### src/rtl/mem_port_arbiter_if.sv
// Signal bundle between the IF/MEM pipeline stages, the shared backing memory
// and the port arbiter that serialises their accesses.
interface mem_port_arbiter_if #(
  parameter int ADDR_W = 32,
  parameter int DATA_W = 32
);
  // Fetch side
  logic              if_req_i;
  logic [ADDR_W-1:0] if_addr_i;
  logic              flush_i;
  logic [DATA_W-1:0] if_rdata_o;
  // Data side
  logic              dm_read_i;
  logic              dm_write_i;
  logic [ADDR_W-1:0] dm_addr_i;
  logic [DATA_W-1:0] dm_wdata_i;
  logic [DATA_W-1:0] dm_rdata_o;
  // Pipeline control
  logic              stall_o;
  logic              err_o;
  // Backing memory
  logic              mem_req_o;
  logic              mem_we_o;
  logic [ADDR_W-1:0] mem_addr_o;
  logic [DATA_W-1:0] mem_wdata_o;
  logic              mem_ack_i;
  logic [DATA_W-1:0] mem_rdata_i;

  // The arbiter itself
  modport slave (
    input  if_req_i, if_addr_i, flush_i,
    input  dm_read_i, dm_write_i, dm_addr_i, dm_wdata_i,
    input  mem_ack_i, mem_rdata_i,
    output if_rdata_o, dm_rdata_o, stall_o, err_o,
    output mem_req_o, mem_we_o, mem_addr_o, mem_wdata_o
  );

  // Pipeline stages plus memory, as seen from the environment
  modport master (
    output if_req_i, if_addr_i, flush_i,
    output dm_read_i, dm_write_i, dm_addr_i, dm_wdata_i,
    output mem_ack_i, mem_rdata_i,
    input  if_rdata_o, dm_rdata_o, stall_o, err_o,
    input  mem_req_o, mem_we_o, mem_addr_o, mem_wdata_o
  );
endinterface

### src/rtl/mem_port_arbiter.sv
// Shares one single-ported memory between fetch and data stages: data access
// first, then fetch, one global stall, and a per-access ack timeout.
module mem_port_arbiter #(
  parameter int ADDR_W  = 32,
  parameter int DATA_W  = 32,
  parameter int TIMEOUT = 16
) (
  input  logic              clk_i,
  input  logic              rst_i,
  mem_port_arbiter_if.slave bus
);

  typedef enum logic [1:0] {IDLE, DM_WAIT, IF_WAIT, DONE} state_t;

  localparam int                CNT_W    = $clog2(TIMEOUT);
  localparam logic [CNT_W-1:0]  CNT_LAST = CNT_W'(TIMEOUT - 1);

  state_t            state_q, state_d;
  logic [ADDR_W-1:0] addr_q;
  logic [DATA_W-1:0] wdata_q;
  logic              we_q;
  logic [CNT_W-1:0]  cnt_q;
  logic              flushed_q;
  logic [DATA_W-1:0] if_rdata_q;
  logic [DATA_W-1:0] dm_rdata_q;
  logic              err_q;

  logic              dm_req, fetch_ok, in_wait, acc_done, expired;
  logic [DATA_W-1:0] rdata_eff;
  logic              stall, mem_req, mem_we;
  logic              latch_dm, latch_if, dm_cap, if_cap;

  // NOTE: the async reset is in the sensitivity list; every register here,
  // data included, gets a reset value so outputs read 0 straight out of reset.
  always_ff @(posedge clk_i or posedge rst_i) begin
    if (rst_i) state_q <= IDLE;
    else       state_q <= state_d;
  end

  // A timed-out access completes like an ack carrying zero data.
  always_comb begin
    dm_req    = bus.dm_read_i | bus.dm_write_i;
    fetch_ok  = bus.if_req_i & ~bus.flush_i;
    in_wait   = (state_q == DM_WAIT) || (state_q == IF_WAIT);
    acc_done  = in_wait & (bus.mem_ack_i | (cnt_q == CNT_LAST));
    expired   = acc_done & ~bus.mem_ack_i;
    rdata_eff = bus.mem_ack_i ? bus.mem_rdata_i : '0;
  end

  // NOTE: every output of this block is defaulted first so no path infers a latch.
  always_comb begin
    state_d  = state_q;
    stall    = 1'b0;
    mem_req  = 1'b0;
    mem_we   = 1'b0;
    latch_dm = 1'b0;
    latch_if = 1'b0;
    dm_cap   = 1'b0;
    if_cap   = 1'b0;
    unique case (state_q)
      IDLE: begin
        stall = dm_req | fetch_ok;
        if (dm_req) begin
          latch_dm = 1'b1;
          state_d  = DM_WAIT;
        end else if (fetch_ok) begin
          latch_if = 1'b1;
          state_d  = IF_WAIT;
        end
      end
      DM_WAIT: begin
        stall   = 1'b1;
        mem_req = 1'b1;
        mem_we  = we_q;
        if (acc_done) begin
          dm_cap = ~we_q;
          if (fetch_ok) begin
            latch_if = 1'b1;
            state_d  = IF_WAIT;
          end else begin
            state_d  = DONE;
          end
        end
      end
      IF_WAIT: begin
        stall   = 1'b1;
        mem_req = 1'b1;
        if (acc_done) begin
          if_cap  = 1'b1;
          state_d = DONE;
        end
      end
      DONE:    state_d = IDLE;
      default: state_d = IDLE;
    endcase
  end

  // NOTE: state registers use non-blocking assignments so every flop samples
  // pre-edge values regardless of process ordering.
  always_ff @(posedge clk_i or posedge rst_i) begin
    if (rst_i) begin
      addr_q     <= '0;
      wdata_q    <= '0;
      we_q       <= 1'b0;
      cnt_q      <= '0;
      flushed_q  <= 1'b0;
      if_rdata_q <= '0;
      dm_rdata_q <= '0;
      err_q      <= 1'b0;
    end else begin
      if (latch_dm) begin
        addr_q  <= bus.dm_addr_i;
        wdata_q <= bus.dm_wdata_i;
        we_q    <= bus.dm_write_i;
      end else if (latch_if) begin
        addr_q  <= bus.if_addr_i;
      end

      if (latch_dm || latch_if)    cnt_q <= '0;
      else if (in_wait && !acc_done) cnt_q <= cnt_q + 1'b1;

      // A flush anywhere in IF_WAIT turns the fetched word into a NOP.
      if (latch_if)                                   flushed_q <= 1'b0;
      else if ((state_q == IF_WAIT) && bus.flush_i)   flushed_q <= 1'b1;

      if (dm_cap) dm_rdata_q <= rdata_eff;
      if (if_cap) if_rdata_q <= (flushed_q | bus.flush_i) ? '0 : rdata_eff;

      if (expired) err_q <= 1'b1;
    end
  end

  assign bus.stall_o     = stall & ~rst_i;
  assign bus.mem_req_o   = mem_req;
  assign bus.mem_we_o    = mem_we;
  assign bus.mem_addr_o  = addr_q;
  assign bus.mem_wdata_o = wdata_q;
  assign bus.if_rdata_o  = if_rdata_q;
  assign bus.dm_rdata_o  = dm_rdata_q;
  assign bus.err_o       = err_q;

endmodule

### src/flat_wrapper.sv
// flat-port wrapper written by rule: the top's interface ports become plain ports
module mem_port_arbiter_flat 
#(
  parameter int ADDR_W  = 32,
  parameter int DATA_W  = 32,
  parameter int TIMEOUT = 16
)
  (clk_i, rst_i, bus_if_req_i, bus_if_addr_i, bus_flush_i, bus_dm_read_i, bus_dm_write_i, bus_dm_addr_i, bus_dm_wdata_i, bus_mem_ack_i, bus_mem_rdata_i, bus_if_rdata_o, bus_dm_rdata_o, bus_stall_o, bus_err_o, bus_mem_req_o, bus_mem_we_o, bus_mem_addr_o, bus_mem_wdata_o);
  mem_port_arbiter_if #(.ADDR_W(ADDR_W), .DATA_W(DATA_W)) bus_i ();
  input  logic clk_i;
  input  logic rst_i;
  input wire logic [$bits(bus_i.if_req_i)-1:0] bus_if_req_i;
  input wire logic [$bits(bus_i.if_addr_i)-1:0] bus_if_addr_i;
  input wire logic [$bits(bus_i.flush_i)-1:0] bus_flush_i;
  input wire logic [$bits(bus_i.dm_read_i)-1:0] bus_dm_read_i;
  input wire logic [$bits(bus_i.dm_write_i)-1:0] bus_dm_write_i;
  input wire logic [$bits(bus_i.dm_addr_i)-1:0] bus_dm_addr_i;
  input wire logic [$bits(bus_i.dm_wdata_i)-1:0] bus_dm_wdata_i;
  input wire logic [$bits(bus_i.mem_ack_i)-1:0] bus_mem_ack_i;
  input wire logic [$bits(bus_i.mem_rdata_i)-1:0] bus_mem_rdata_i;
  output wire logic [$bits(bus_i.if_rdata_o)-1:0] bus_if_rdata_o;
  output wire logic [$bits(bus_i.dm_rdata_o)-1:0] bus_dm_rdata_o;
  output wire logic [$bits(bus_i.stall_o)-1:0] bus_stall_o;
  output wire logic [$bits(bus_i.err_o)-1:0] bus_err_o;
  output wire logic [$bits(bus_i.mem_req_o)-1:0] bus_mem_req_o;
  output wire logic [$bits(bus_i.mem_we_o)-1:0] bus_mem_we_o;
  output wire logic [$bits(bus_i.mem_addr_o)-1:0] bus_mem_addr_o;
  output wire logic [$bits(bus_i.mem_wdata_o)-1:0] bus_mem_wdata_o;
  assign bus_i.if_req_i = bus_if_req_i;
  assign bus_i.if_addr_i = bus_if_addr_i;
  assign bus_i.flush_i = bus_flush_i;
  assign bus_i.dm_read_i = bus_dm_read_i;
  assign bus_i.dm_write_i = bus_dm_write_i;
  assign bus_i.dm_addr_i = bus_dm_addr_i;
  assign bus_i.dm_wdata_i = bus_dm_wdata_i;
  assign bus_i.mem_ack_i = bus_mem_ack_i;
  assign bus_i.mem_rdata_i = bus_mem_rdata_i;
  assign bus_if_rdata_o = bus_i.if_rdata_o;
  assign bus_dm_rdata_o = bus_i.dm_rdata_o;
  assign bus_stall_o = bus_i.stall_o;
  assign bus_err_o = bus_i.err_o;
  assign bus_mem_req_o = bus_i.mem_req_o;
  assign bus_mem_we_o = bus_i.mem_we_o;
  assign bus_mem_addr_o = bus_i.mem_addr_o;
  assign bus_mem_wdata_o = bus_i.mem_wdata_o;
  mem_port_arbiter #(.ADDR_W(ADDR_W), .DATA_W(DATA_W), .TIMEOUT(TIMEOUT)) u_core (.clk_i(clk_i), .rst_i(rst_i), .bus(bus_i));
endmodule
### config.mk
export PLATFORM = sky130hd
export DESIGN_NAME = mem_port_arbiter_flat
export DESIGN_NICKNAME = d
export VERILOG_FILES = /design/src/rtl/mem_port_arbiter_if.sv /design/src/rtl/mem_port_arbiter.sv /design/src/flat_wrapper.sv
export SDC_FILE = /design/constraint.sdc
export NUM_CORES = 1
export LEC_CHECK = 0
export ABC_AREA = 1
export BUFFER_PORTS_ARGS = -buffer_cell sky130_fd_sc_hd__buf_4
export CAP_MARGIN = 20
export CORE_MARGIN = 5
export CORE_UTILIZATION = 40
export DETAILED_ROUTE_END_ITERATION = 10
export PLACE_DENSITY = 0.69
export SYNTH_ARGS = -nofsm -noshare
export SYNTH_HDL_FRONTEND = slang
export SYNTH_SLANG_ARGS = --single-unit
### constraint.sdc
create_clock -name clk_i -period 8.6 [get_ports clk_i]
set_input_delay 1.72 -clock clk_i [delete_from_list [all_inputs] [get_ports clk_i]]
set_output_delay 1.72 -clock clk_i [all_outputs]
set_load 0.005 [all_outputs]
-- After elaboration in Yosys (flattened, before gate mapping)
Cells that the tools add are included.
- register bits after elaboration: 137
- input port bits: 135
- output and inout bits: 132
- logic and storage cells: 67
- add/subtract/negate cells: 1
- equal/unequal tests: 7
- mux-type cells: 27
- bitwise gates (word level): 12
- reductions and logical operators: 11
- operators by type and width (kind ; number):
    2-to-1 mux 32 bit ; 4
    2-to-1 mux 1 bit ; 14
    2-to-1 mux 2 bit ; 4
    2-to-1 mux 4 bit ; 2
    one-hot mux 2 bit (4 select lines) ; 1
    nonzero test 2 bit ; 3
    adder 4 x 1 -> 4 bit, second input constant ; 1
    AND 1 bit ; 4
    equality test 2 bit, second input constant ; 2
    equality test 4 bit, second input constant ; 1
    inequality test 2 x 1 -> 1 bit, second input constant ; 2
    NOT 1 bit ; 4
    bitwise OR 1 bit ; 4
    one-hot mux 1 bit (2 select lines) ; 2
    inequality test 3 x 1 -> 1 bit, second input constant ; 1
    AND reduction 3 bit ; 1
    equality test 2 x 1 -> 1 bit, second input constant ; 1
    logical AND 1 bit ; 2
    logical NOT 2 bit ; 1
    logical OR 1 bit ; 2
    OR reduction 2 bit ; 1
    logical NOT 1 bit ; 1

-- Longest topological paths before layout
Gate-level depths: netlist of the first run.
- depth in word-level cells: 7
- depth in mapped cells: 10
- mapped depth without buffers: 8

-- Least setup slack after synthesis of the first run
Ideal clock, no wire load.
- kind: input-to-output
- from: input bus_if_req_i
- to: output bus_stall_o
- data arrival time: 2.276 ns
- setup slack: 4.604 ns
- stages: 6
- cell sequence: inv_1 > nor2_2 > inv_1 > nand2_1 > a21oi_1 > nor3_1
- cells in the longest elaborated chain, start to end: 4
- ends and longest elaborated chain (what ; line ; text):
    start: declaration ; flat_wrapper.sv:12 ; input wire logic [$bits(bus_i.if_req_i)-1:0] bus_if_req_i;
    AND 1 bit ; mem_port_arbiter.sv:43 ; fetch_ok = bus.if_req_i & ~bus.flush_i;
    bitwise OR 1 bit ; mem_port_arbiter.sv:62 ; stall = dm_req | fetch_ok;
    one-hot mux 1 bit (2 select lines) ; mem_port_arbiter.sv:60 ; unique case (state_q)
    AND 1 bit ; mem_port_arbiter.sv:133 ; assign bus.stall_o = stall & ~rst_i;
    end: declaration ; flat_wrapper.sv:23 ; output wire logic [$bits(bus_i.stall_o)-1:0] bus_stall_o;
No other way between the ends.

-- Worst setup path in the final report of the first run
- from: input bus_flush_i
- to: output bus_stall_o
- cells in the longest elaborated chain, start to end: 5
- ends and longest elaborated chain (what ; line ; text):
    start: declaration ; flat_wrapper.sv:14 ; input wire logic [$bits(bus_i.flush_i)-1:0] bus_flush_i;
    NOT 1 bit ; mem_port_arbiter.sv:43 ;
    AND 1 bit ; mem_port_arbiter.sv:43 ;
    bitwise OR 1 bit ; mem_port_arbiter.sv:62 ;
    one-hot mux 1 bit (2 select lines) ; mem_port_arbiter.sv:60 ;
    AND 1 bit ; mem_port_arbiter.sv:133 ;
No other way between the ends.

==> results.json, run 1 <==
{
  "status": "complete, no violations",
  "fp-row-count": 46,
  "placedCellCount": 1176,
  "clk_pin_slew_ns": 0.06,
  "cts_buffers": 17,
  "finalHoldViolations": 0,
  "path_max_fanout": 3,
  "fin_util_pct": 56.6,
  "crit_path_end_kind": "output port",
  "drt_wl_total_um": 17700,
  "stdcell_count": 1208,
  "hold_depth": 2,
  "slew_violations": 0,
  "drtIter0Drc": 283,
  "die_w_um": 136,
  "finalSetupViolCount": 0,
  "critPathArrivalTime_ns": 2.54,
  "ys_types": 29,
  "dr.pass1.iters": 5,
  "fmax_ghz": 0.235,
  "coreArea_mm2": 0.0157,
  "io_pins": 267,
  "layout-drive-gt1-share_pct": 35.3,
  "p_int_uw": 1910,
  "ctsRootBufferMaster": "clkbuf_16",
  "period_needed_ns": 4.26,
  "route.detailed.drc": 0,
  "required_ns": 6.88,
  "numClockSinks": 137,
  "async_reset_ff_share_pct": 100,
  "routedWlPerCell_um": 14.6,
  "yosysWarnings": 0,
  "ant_nets": 0,
  "grt_pass1_wl_um": 28300,
  "p_sw_uw": 1080,
  "routed_via_density": 4.72,
  "power.total_uw": 2990,
  "rsz0062_at_grt": "false",
  "synth-edff-count": 0,
  "fp.dieH_um": 136,
  "grt_usage_pct": 19.2,
  "cts_setup_buffers": 0,
  "layout_common_cells": "368 x nand2_1, 269 x buf_4, 137 x dfrtp_1, 36 x nand3_1, 33 x nand4_1",
  "syn-cell-area_mm2": 0.00633,
  "ys_seq_area_share_pct": 54.2,
  "synth_area_per_cell_um2": 8.56,
  "pwr-share-clk_pct": 24.1,
  "grt_antenna_before_repair": 0,
  "gp_congestion": 0.776,
  "max_slew_margin_pct": 30.9,
  "cts_htree_levels": 4,
  "antenna_cells": 0,
  "p_leak_uw": 0.00475,
  "grt_pass1_vias": 5506,
  "initial_core_util_pct": 40.3,
  "grt_overflow_total": 0,
  "fin_nets": 1120,
  "cts_tree": "yes",
  "grt_max_degree": 98,
  "start_kind": "input port",
  "yosys_register_bits": 137,
  "max_cap_violations": 0,
  "hold_buffers": 0,
  "p_comb_share_pct": 40.7,
  "fill_cells": 1478,
  "dieArea_mm2": 0.0184,
  "worstMarginPinSlew_ns": 1.04,
  "hpwl_um": 12200,
  "timing.final.crit_share_pct": 49.5,
  "syn_nets": 880,
  "seqPwrFrac_pct": 35.2,
  "hold_path.class": "flip-flop to flip-flop",
  "power.density_mw_per_mm2": 336,
  "syn2layout_area_growth_pct": 40.6,
  "cts_resized": 0,
  "clock_skew_ns": 0.00838,
  "via_count": 5696,
  "r2r.worst_path.cells": 7,
  "path_class": "input port to output port",
  "yosys_most_used_dff": "dfrtp_1",
  "io_buffers": 266,
  "clk_latency_ns": 0.41,
  "sw_frac_of_total_pct": 36.1,
  "cts_max_path_buffers": 2,
  "peakVddDrop_mv": 0.168,
  "synth_cells": 739,
  "final_common_cell": "nand2_1",
  "fin_tns_setup_ns": 0
}
-- sequential cells by signal, indices dropped and copies added, names as in the netlist --
signal / count
u_core.bus.mem_addr_o: 32
u_core.bus.err_o: 1
u_core.state_q: 2
u_core.cnt_q: 4
u_core.bus.dm_rdata_o: 32
u_core.we_q: 1
u_core.bus.mem_wdata_o: 32
u_core.bus.if_rdata_o: 32
u_core.flushed_q: 1
-- area by class of cell --
type | count | area (µm²) | share of cell area [%]
repair buffers | 269 | 2020 | 22.7
inverters | 15 | 62.6 | 0.703
clock buffers | 18 | 439 | 4.94
flip-flops and latches | 137 | 3430 | 38.5
well taps | 216 | 270 | 3.04
multi-input cells | 539 | 2530 | 28.4
clock inverters | 14 | 148 | 1.66
-- cell families (layout without fill, tap and decap cells) --
group | after synthesis | count (layout) | synth area share [%]
adders and majority gates | 6 | 6 | 1.19
AOI/OAI and AO/OA | 72 | 72 | 7.63
DFF | 137 | 137 | 54.2
and+or+nand+nor | 459 | 459 | 30.9
xor gates and xnor gates | 2 | 2 | 0.277
buffers and inverters | 63 | 316 | 5.85
-- through the flow --
| step | setup WS (ns) | hold slack (ns) | cell area, µm² |
|---|---|---|---|
| final | 4.34 | 0.480 | 8900 |
| after global placement | 4.35 | 0.464 | 8310 |
| after global routing | 4.23 | 0.500 | 8900 |
| after floorplan | 3.21 | 0.468 | 6330 |
| after detailed placement | 4.33 | 0.466 | 8310 |
| after CTS | 4.33 | 0.483 | 8900 |
-- cell usage after synthesis (2+ instances only) --
library cell | count | area (µm²)
a21oi_1 | 2 | 10.0
buf_1 | 2 | 7.51
buf_2 | 16 | 80.1
buf_4 | 2 | 15.0
buf_6 | 14 | 158
clkbuf_1 | 14 | 52.6
dfrtp_1 | 137 | 3430
ha_1 | 6 | 75.1
inv_1 | 12 | 45.0
inv_2 | 2 | 7.51
nand2_1 | 368 | 1380
nand2_4 | 4 | 45.0
nand3_1 | 36 | 180
nand3_2 | 2 | 20.0
nand3_4 | 2 | 35.0
nand4_1 | 33 | 206
nor2_1 | 9 | 33.8
o21ai_0 | 17 | 85.1
o21ai_1 | 20 | 100
o21ai_2 | 32 | 280
-- power groups by stage --
| stage | combinational [µW] | clock (µW) | sequential, µW |
|---|---|---|---|
| 2_1_floorplan | 658 | 0 | 1070 |
| 3_3_place_gp | 1230 | 0 | 1050 |
| 3_5_place_dp | 1250 | 0 | 1050 |
| 4_1_cts | 1250 | 738 | 1050 |
| 5_1_grt | 1370 | 763 | 1090 |
| 6_report | 1220 | 721 | 1050 |
-- metal layers --
layer / wire [µm] / global-route usage (%) / vias to the layer above / part of all wire (%)
li1: - / - / 2850 / -
met1: 7490 / 24.8 / 2578 / 42
met2: 8030 / 30.2 / 249 / 45
met3: 1880 / 7.06 / 19 / 11
met4: 282 / 5.88 / 0 / 1.6
met5: 0 / 0 / - / 0
-- worst max-delay path: stages --
cell and delay (ns):
buf_4 0.13, nor2_2 0.20, inv_1 0.10, nand2_1 0.06
a21oi_1 0.05, nor3_1 0.14, buf_4 0.14
-- path summary, 6_finish.rpt --
kind / from / end / slack, ns
setup / recovery: bus_flush_i / bus_stall_o / 4.34
hold / removal: u_core.bus.dm_rdata_o[17] / u_core.bus.dm_rdata_o[17] / 0.48
setup reg to reg: u_core.state_q[0] / u_core.bus.mem_addr_o[26] / 5.89
hold reg to reg: u_core.bus.dm_rdata_o[17] / u_core.bus.dm_rdata_o[17] / 0.48
max in group asynchronous: rst_i / u_core.bus.if_rdata_o[22] / 5.89
min in group asynchronous: rst_i / u_core.we_q / 1.38
Note: power is estimated with default switching activity, not from simulation.
==> inputs of run 2 (changes only) <==
==> constraint.sdc (replaced) <==
create_clock -name clk_i -period 4.4 [get_ports clk_i]
set_input_delay 0.88 -clock clk_i [delete_from_list [all_inputs] [get_ports clk_i]]
set_output_delay 0.88 -clock clk_i [all_outputs]
set_load 0.005 [all_outputs]
==> run 2 against run 1 <==
Net effect: sequential power increased by 97%; die area unchanged; flip-flop and latch count unchanged; first-iteration DRC count increased by 28%; critical endpoint is now u_core.bus.dm_rdata_o[24]; highest routed layer unchanged.
==> results.json, run 2 (same netlist as run 1, synthesis figures left out) <==
{
  "path_class": "input port to flip-flop",
  "io_pins": 267,
  "cts_setup_buffers": 0,
  "ctsRootBufferMaster": "clkbuf_16",
  "grt_pass1_vias": 5515,
  "fmax_ghz": 0.376,
  "grt_pass1_wl_um": 28300,
  "multi_input_area_mm2": 0.00253,
  "drtIter0Drc": 363,
  "ant_nets": 0,
  "min_to": "u_core.bus.err_o",
  "hold_depth": 1,
  "r2r-end": "u_core.bus.mem_addr_o[16]",
  "routedWlPerCell_um": 14.9,
  "fin_tns_setup_ns": 0,
  "place_area_mm2": 0.00833,
  "crit_path_end_kind": "flip-flop",
  "antenna_cells": 0,
  "status": "complete, no violations",
  "path_max_fanout": 66,
  "hpwl_um": 12600,
  "cts_tree": "yes",
  "grt_max_degree": 97,
  "rsz0062_at_grt": "false",
  "via_count": 5743,
  "initial_core_util_pct": 40.3,
  "grt_usage_pct": 19.4,
  "fp.dieH_um": 136,
  "period_needed_ns": 2.66,
  "io_buffers": 266,
  "placedCellCount": 1177,
  "final-seq-area_mm2": 0.00343,
  "cts_max_path_buffers": 2,
  "critPathArrivalTime_ns": 2.93,
  "slew_violations": 0,
  "routed_via_density": 4.75,
  "stdcell_count": 1210,
  "dieArea_mm2": 0.0184,
  "final_common_cell": "nand2_1",
  "worstReg2RegStart": "u_core.state_q[0]",
  "layout-drive-gt1-share_pct": 35.4,
  "design_area_mm2": 0.00890,
  "max_slew_margin_pct": 30.0,
  "grt_overflow_total": 0,
  "required_ns": 4.67,
  "layout_common_cells": "368 x nand2_1, 269 x buf_4, 137 x dfrtp_1, 36 x nand3_1, 33 x nand4_1",
  "cts_buffers": 17,
  "start_kind": "input port",
  "worstMarginPinSlew_ns": 1.05,
  "clock_skew_ns": 0.0112,
  "max_cap_violations": 0,
  "peakVddDrop_mv": 0.293,
  "drt_wl_total_um": 18000,
  "cts_htree_levels": 4,
  "gp_congestion": 0.786,
  "clk_pin_slew_ns": 0.06,
  "timing.final.crit_share_pct": 60.5,
  "met2_usage_pct": 29.9,
  "busiest_layer": "met2",
  "route.detailed.drc": 0,
  "fp-row-count": 46,
  "fin_nets": 1122,
  "p_leak_uw": 0.00475,
  "fill_cells": 1520,
  "met1_usage_pct": 25.4,
  "worstHoldStart": "u_core.bus.err_o",
  "numClockSinks": 137,
  "use_met3_pct": 7.54,
  "die_w_um": 136,
  "r2r_slack_ns": 1.98,
  "grt_antenna_before_repair": 0,
  "coreArea_mm2": 0.0157,
  "dr.pass1.iters": 4,
  "cts_resized": 0,
  "hold_path.class": "flip-flop to flip-flop",
  "finalSetupViolCount": 0,
  "syn2layout_area_growth_pct": 40.7,
  "finalHoldViolations": 0,
  "hold_buffers": 0,
  "r2r.worst_path.cells": 6,
  "clk_latency_ns": 0.41,
  "power.density_mw_per_mm2": 649
}
[run 2: how the worst max path moves through the flow]
| stage | from | endpoint | slack, ns | depth (start not counted) |
|---|---|---|---|---|
| 2_1_floorplan | rst_i | u_core.bus.dm_rdata_o[0] | 1.81 | 1 |
| 3_3_place_gp | bus_mem_ack_i | u_core.bus.dm_rdata_o[12] | 1.40 | 8 |
| 3_5_place_dp | bus_mem_ack_i | u_core.bus.dm_rdata_o[13] | 1.31 | 8 |
| 4_1_cts | u_core.state_q[0] | bus_stall_o | 1.69 | 5 |
| 5_1_grt | bus_mem_ack_i | u_core.bus.dm_rdata_o[13] | 1.47 | 8 |
| 6_report | bus_mem_ack_i | u_core.bus.dm_rdata_o[24] | 1.74 | 8 |
[run 2: area by class of cell]
type                       instances  area share (%)
clock buffer                      17            4.78
clock inverter                    15            1.43
inverter                          15           0.689
multi-input combinational        539            28.4
sequential                       137            38.5
tap                              216            3.04
timing repair buffer             271            23.1
[run 2: power by group]
part	internal, µW	leakage, µW	switching, µW
registers	1770	0.00177	297
logic	1120	0.00272	1260
clock network	775	0.000261	560
total	3660	0.00475	2120
[run 2: critical path, cell delays in order]
cell      delay (ns)
buf_4           0.51
inv_1           0.19
nand2_4         0.15
nand2_4         0.06
clkinv_2        0.09
nand3_4         0.61
nand2_1         0.30
o21ai_2         0.07
[run 2: per-layer routing]
metal,up-vias,wire length (µm)
li1,2860,-
met1,2641,7570
met2,226,8350
met3,16,1850
met4,0,213
met5,-,0
[run 2: per-stage QoR]
stage                     worst slack (ns)  utilization, %  hold slack (ns)  total power [µW]
after floorplan                       1.81               -            0.468              3370
after global placement                1.40            53.0            0.463              4440
after detailed placement              1.31            53.0            0.466              4500
after CTS                             1.69            56.5            0.483              5860
after global routing                  1.47            56.7            0.497              6240
final                                 1.74            56.7            0.477              5780
==> inputs of run 3 (changes only) <==
--- a/config.mk
+++ b/config.mk
@@ -11,7 +11,7 @@
 export CORE_MARGIN = 5
 export CORE_UTILIZATION = 40
 export DETAILED_ROUTE_END_ITERATION = 10
-export PLACE_DENSITY = 0.69
+export PLACE_DENSITY = 0.71
 export SYNTH_ARGS = -nofsm -noshare
 export SYNTH_HDL_FRONTEND = slang
 export SYNTH_SLANG_ARGS = --single-unit
==> constraint.sdc (replaced) <==
create_clock -name clk_i -period 2.3 [get_ports clk_i]
set_input_delay 0.46 -clock clk_i [delete_from_list [all_inputs] [get_ports clk_i]]
set_output_delay 0.46 -clock clk_i [all_outputs]
set_load 0.005 [all_outputs]
==> run 3 against run 2 <==
Net effect: combinational power is 98% higher; register-to-register slack worse by 1.5 ns; global-route usage is 0.20 points higher; routed wire length is 0.26% lower; die area stayed put; critical path depth is 2 lower; first-iteration DRC count is 25% lower; critical path type is now flip-flop to output port; critical endpoint is now bus_stall_o.
==> results.json, run 3 (same netlist as run 1, synthesis figures left out) <==
{
  "clk_latency_ns": 0.42,
  "path_max_fanout": 6,
  "worst_slack_ns": 0.118,
  "worstReg2RegStart": "u_core.state_q[1]",
  "dieArea_mm2": 0.0184,
  "drtIter0Drc": 274,
  "grt_overflow_total": 0,
  "layout_common_cells": "368 x nand2_1, 275 x buf_4, 137 x dfrtp_1, 36 x nand3_1, 33 x nand4_1",
  "fin_tns_setup_ns": 0,
  "peakVddDrop_mv": 0.730,
  "syn2layout_area_growth_pct": 45.0,
  "rsz0062_at_grt": "false",
  "fmax_ghz": 0.458,
  "grt_pass1_wl_um": 28800,
  "coreArea_mm2": 0.0157,
  "status": "complete, no violations",
  "m1WireLength_um": 7460,
  "required_ns": 1.84,
  "path_class": "flip-flop to output port",
  "io_pins": 267,
  "fin_nets": 1134,
  "layout-drive-gt1-share_pct": 36.3,
  "cts_tree": "yes",
  "route.detailed.drc": 0,
  "wl_met2_um": 8340,
  "routedWlPerCell_um": 14.7,
  "fp-row-count": 46,
  "max_cap_violations": 0,
  "dp_slack_ns": 0.427,
  "final_common_cell": "nand2_1",
  "antenna_cells": 0,
  "drt_wl_total_um": 17900,
  "worstMarginPinSlew_ns": 0.643,
  "hpwl_um": 13000,
  "via_count": 5726,
  "place_area_mm2": 0.00851,
  "slew_violations": 0,
  "grt_usage_pct": 19.6,
  "r2r-end": "u_core.bus.dm_rdata_o[14]",
  "die_w_um": 136,
  "initial_core_util_pct": 40.3,
  "top_layer": "met4",
  "design_area_mm2": 0.00917,
  "placedCellCount": 1190,
  "dr_wl_met3_um": 1890,
  "grt_max_degree": 76,
  "clk_pin_slew_ns": 0.06,
  "period_needed_ns": 2.18,
  "timing.final.crit_share_pct": 94.9,
  "critPathArrivalTime_ns": 1.72,
  "ctsRootBufferMaster": "clkbuf_16",
  "finalSetupViolCount": 0,
  "fill_cells": 1453,
  "clock_skew_ns": 0.0122,
  "hold_path.class": "input port to asynchronous set/reset pin",
  "max_slew_margin_pct": 57.2,
  "numClockSinks": 137,
  "final-seq-area_mm2": 0.00343,
  "stdcell_count": 1222,
  "ant_nets": 0,
  "p_leak_uw": 0.00489,
  "hold_buffers": 0,
  "cts_htree_levels": 4,
  "r2r_slack_ns": 0.48,
  "power.density_mw_per_mm2": 1270,
  "fin_util_pct": 58.4,
  "r2r.worst_path.cells": 6,
  "start_kind": "flip-flop",
  "cts_max_path_buffers": 2,
  "grt_pass1_vias": 5730,
  "routed_via_density": 4.69,
  "finalHoldViolations": 0,
  "crit_path_end_kind": "output port",
  "fp.dieH_um": 136,
  "dr.pass1.iters": 4,
  "gp_congestion": 0.795,
  "io_buffers": 266,
  "multi_input_area_mm2": 0.00254,
  "grt_antenna_before_repair": 0,
  "cts_buffers": 17
}
==> run 3: per-layer routing <==
metal	GRT usage, %	vias to the layer above
met5	0	-
met4	6.05	0
met3	7.80	23
met2	31.5	227
met1	24.3	2590
li1	-	2886
==> run 3: repair_timing <==
item | in CTS | in global routing
setup endpoints to repair | 0 | 1
buffers inserted | 0 | 0
gates resized for setup | 0 | 1
==> run 3: area by class of cell <==
type | instances | area share, %
inverters | 15 | 0.669
clock buffers | 19 | 4.94
repair buffers | 283 | 24.3
clock inverters | 13 | 2.07
well taps | 216 | 2.95
multi-input cells | 539 | 27.7
flip-flops and latches | 137 | 37.4
==> run 3: worst max path at each step <==
stage	start	end	slack, ns	depth (start not counted)
2_1_floorplan	rst_i	u_core.bus.dm_rdata_o[0]	0.13	1
6_report	u_core.state_q[0]	bus_stall_o	0.12	6
4_1_cts	u_core.state_q[0]	bus_stall_o	0.04	6
5_1_grt	u_core.state_q[0]	bus_stall_o	0.05	6
3_3_place_gp	bus_flush_i	bus_stall_o	0.50	7
3_5_place_dp	u_core.state_q[0]	u_core.bus.mem_addr_o[13]	0.43	7
==> run 3: power breakdown <==
group / switching (µW) / internal [µW] / leakage, µW
sequential: 568 / 3390 / 0.00177
combinational: 2430 / 2280 / 0.00281
clock: 1070 / 1890 / 0.000315
==> run 3: worst max-delay path: stages (launching register included) <==
cell and delay [ns]:
dfrtp_1 0.41, inv_1 0.16, ha_4 0.24, buf_4 0.16
a21oi_1 0.14, nor3_1 0.06, buf_4 0.13
==> run 3: metrics by stage <==
step	power, µW	hold WS, ns
after floorplan	6450	0.468
after global routing	12500	0.0616
after CTS	11700	0.0569
final	11600	0.0569
after global placement	8650	0.465
after detailed placement	8740	0.467
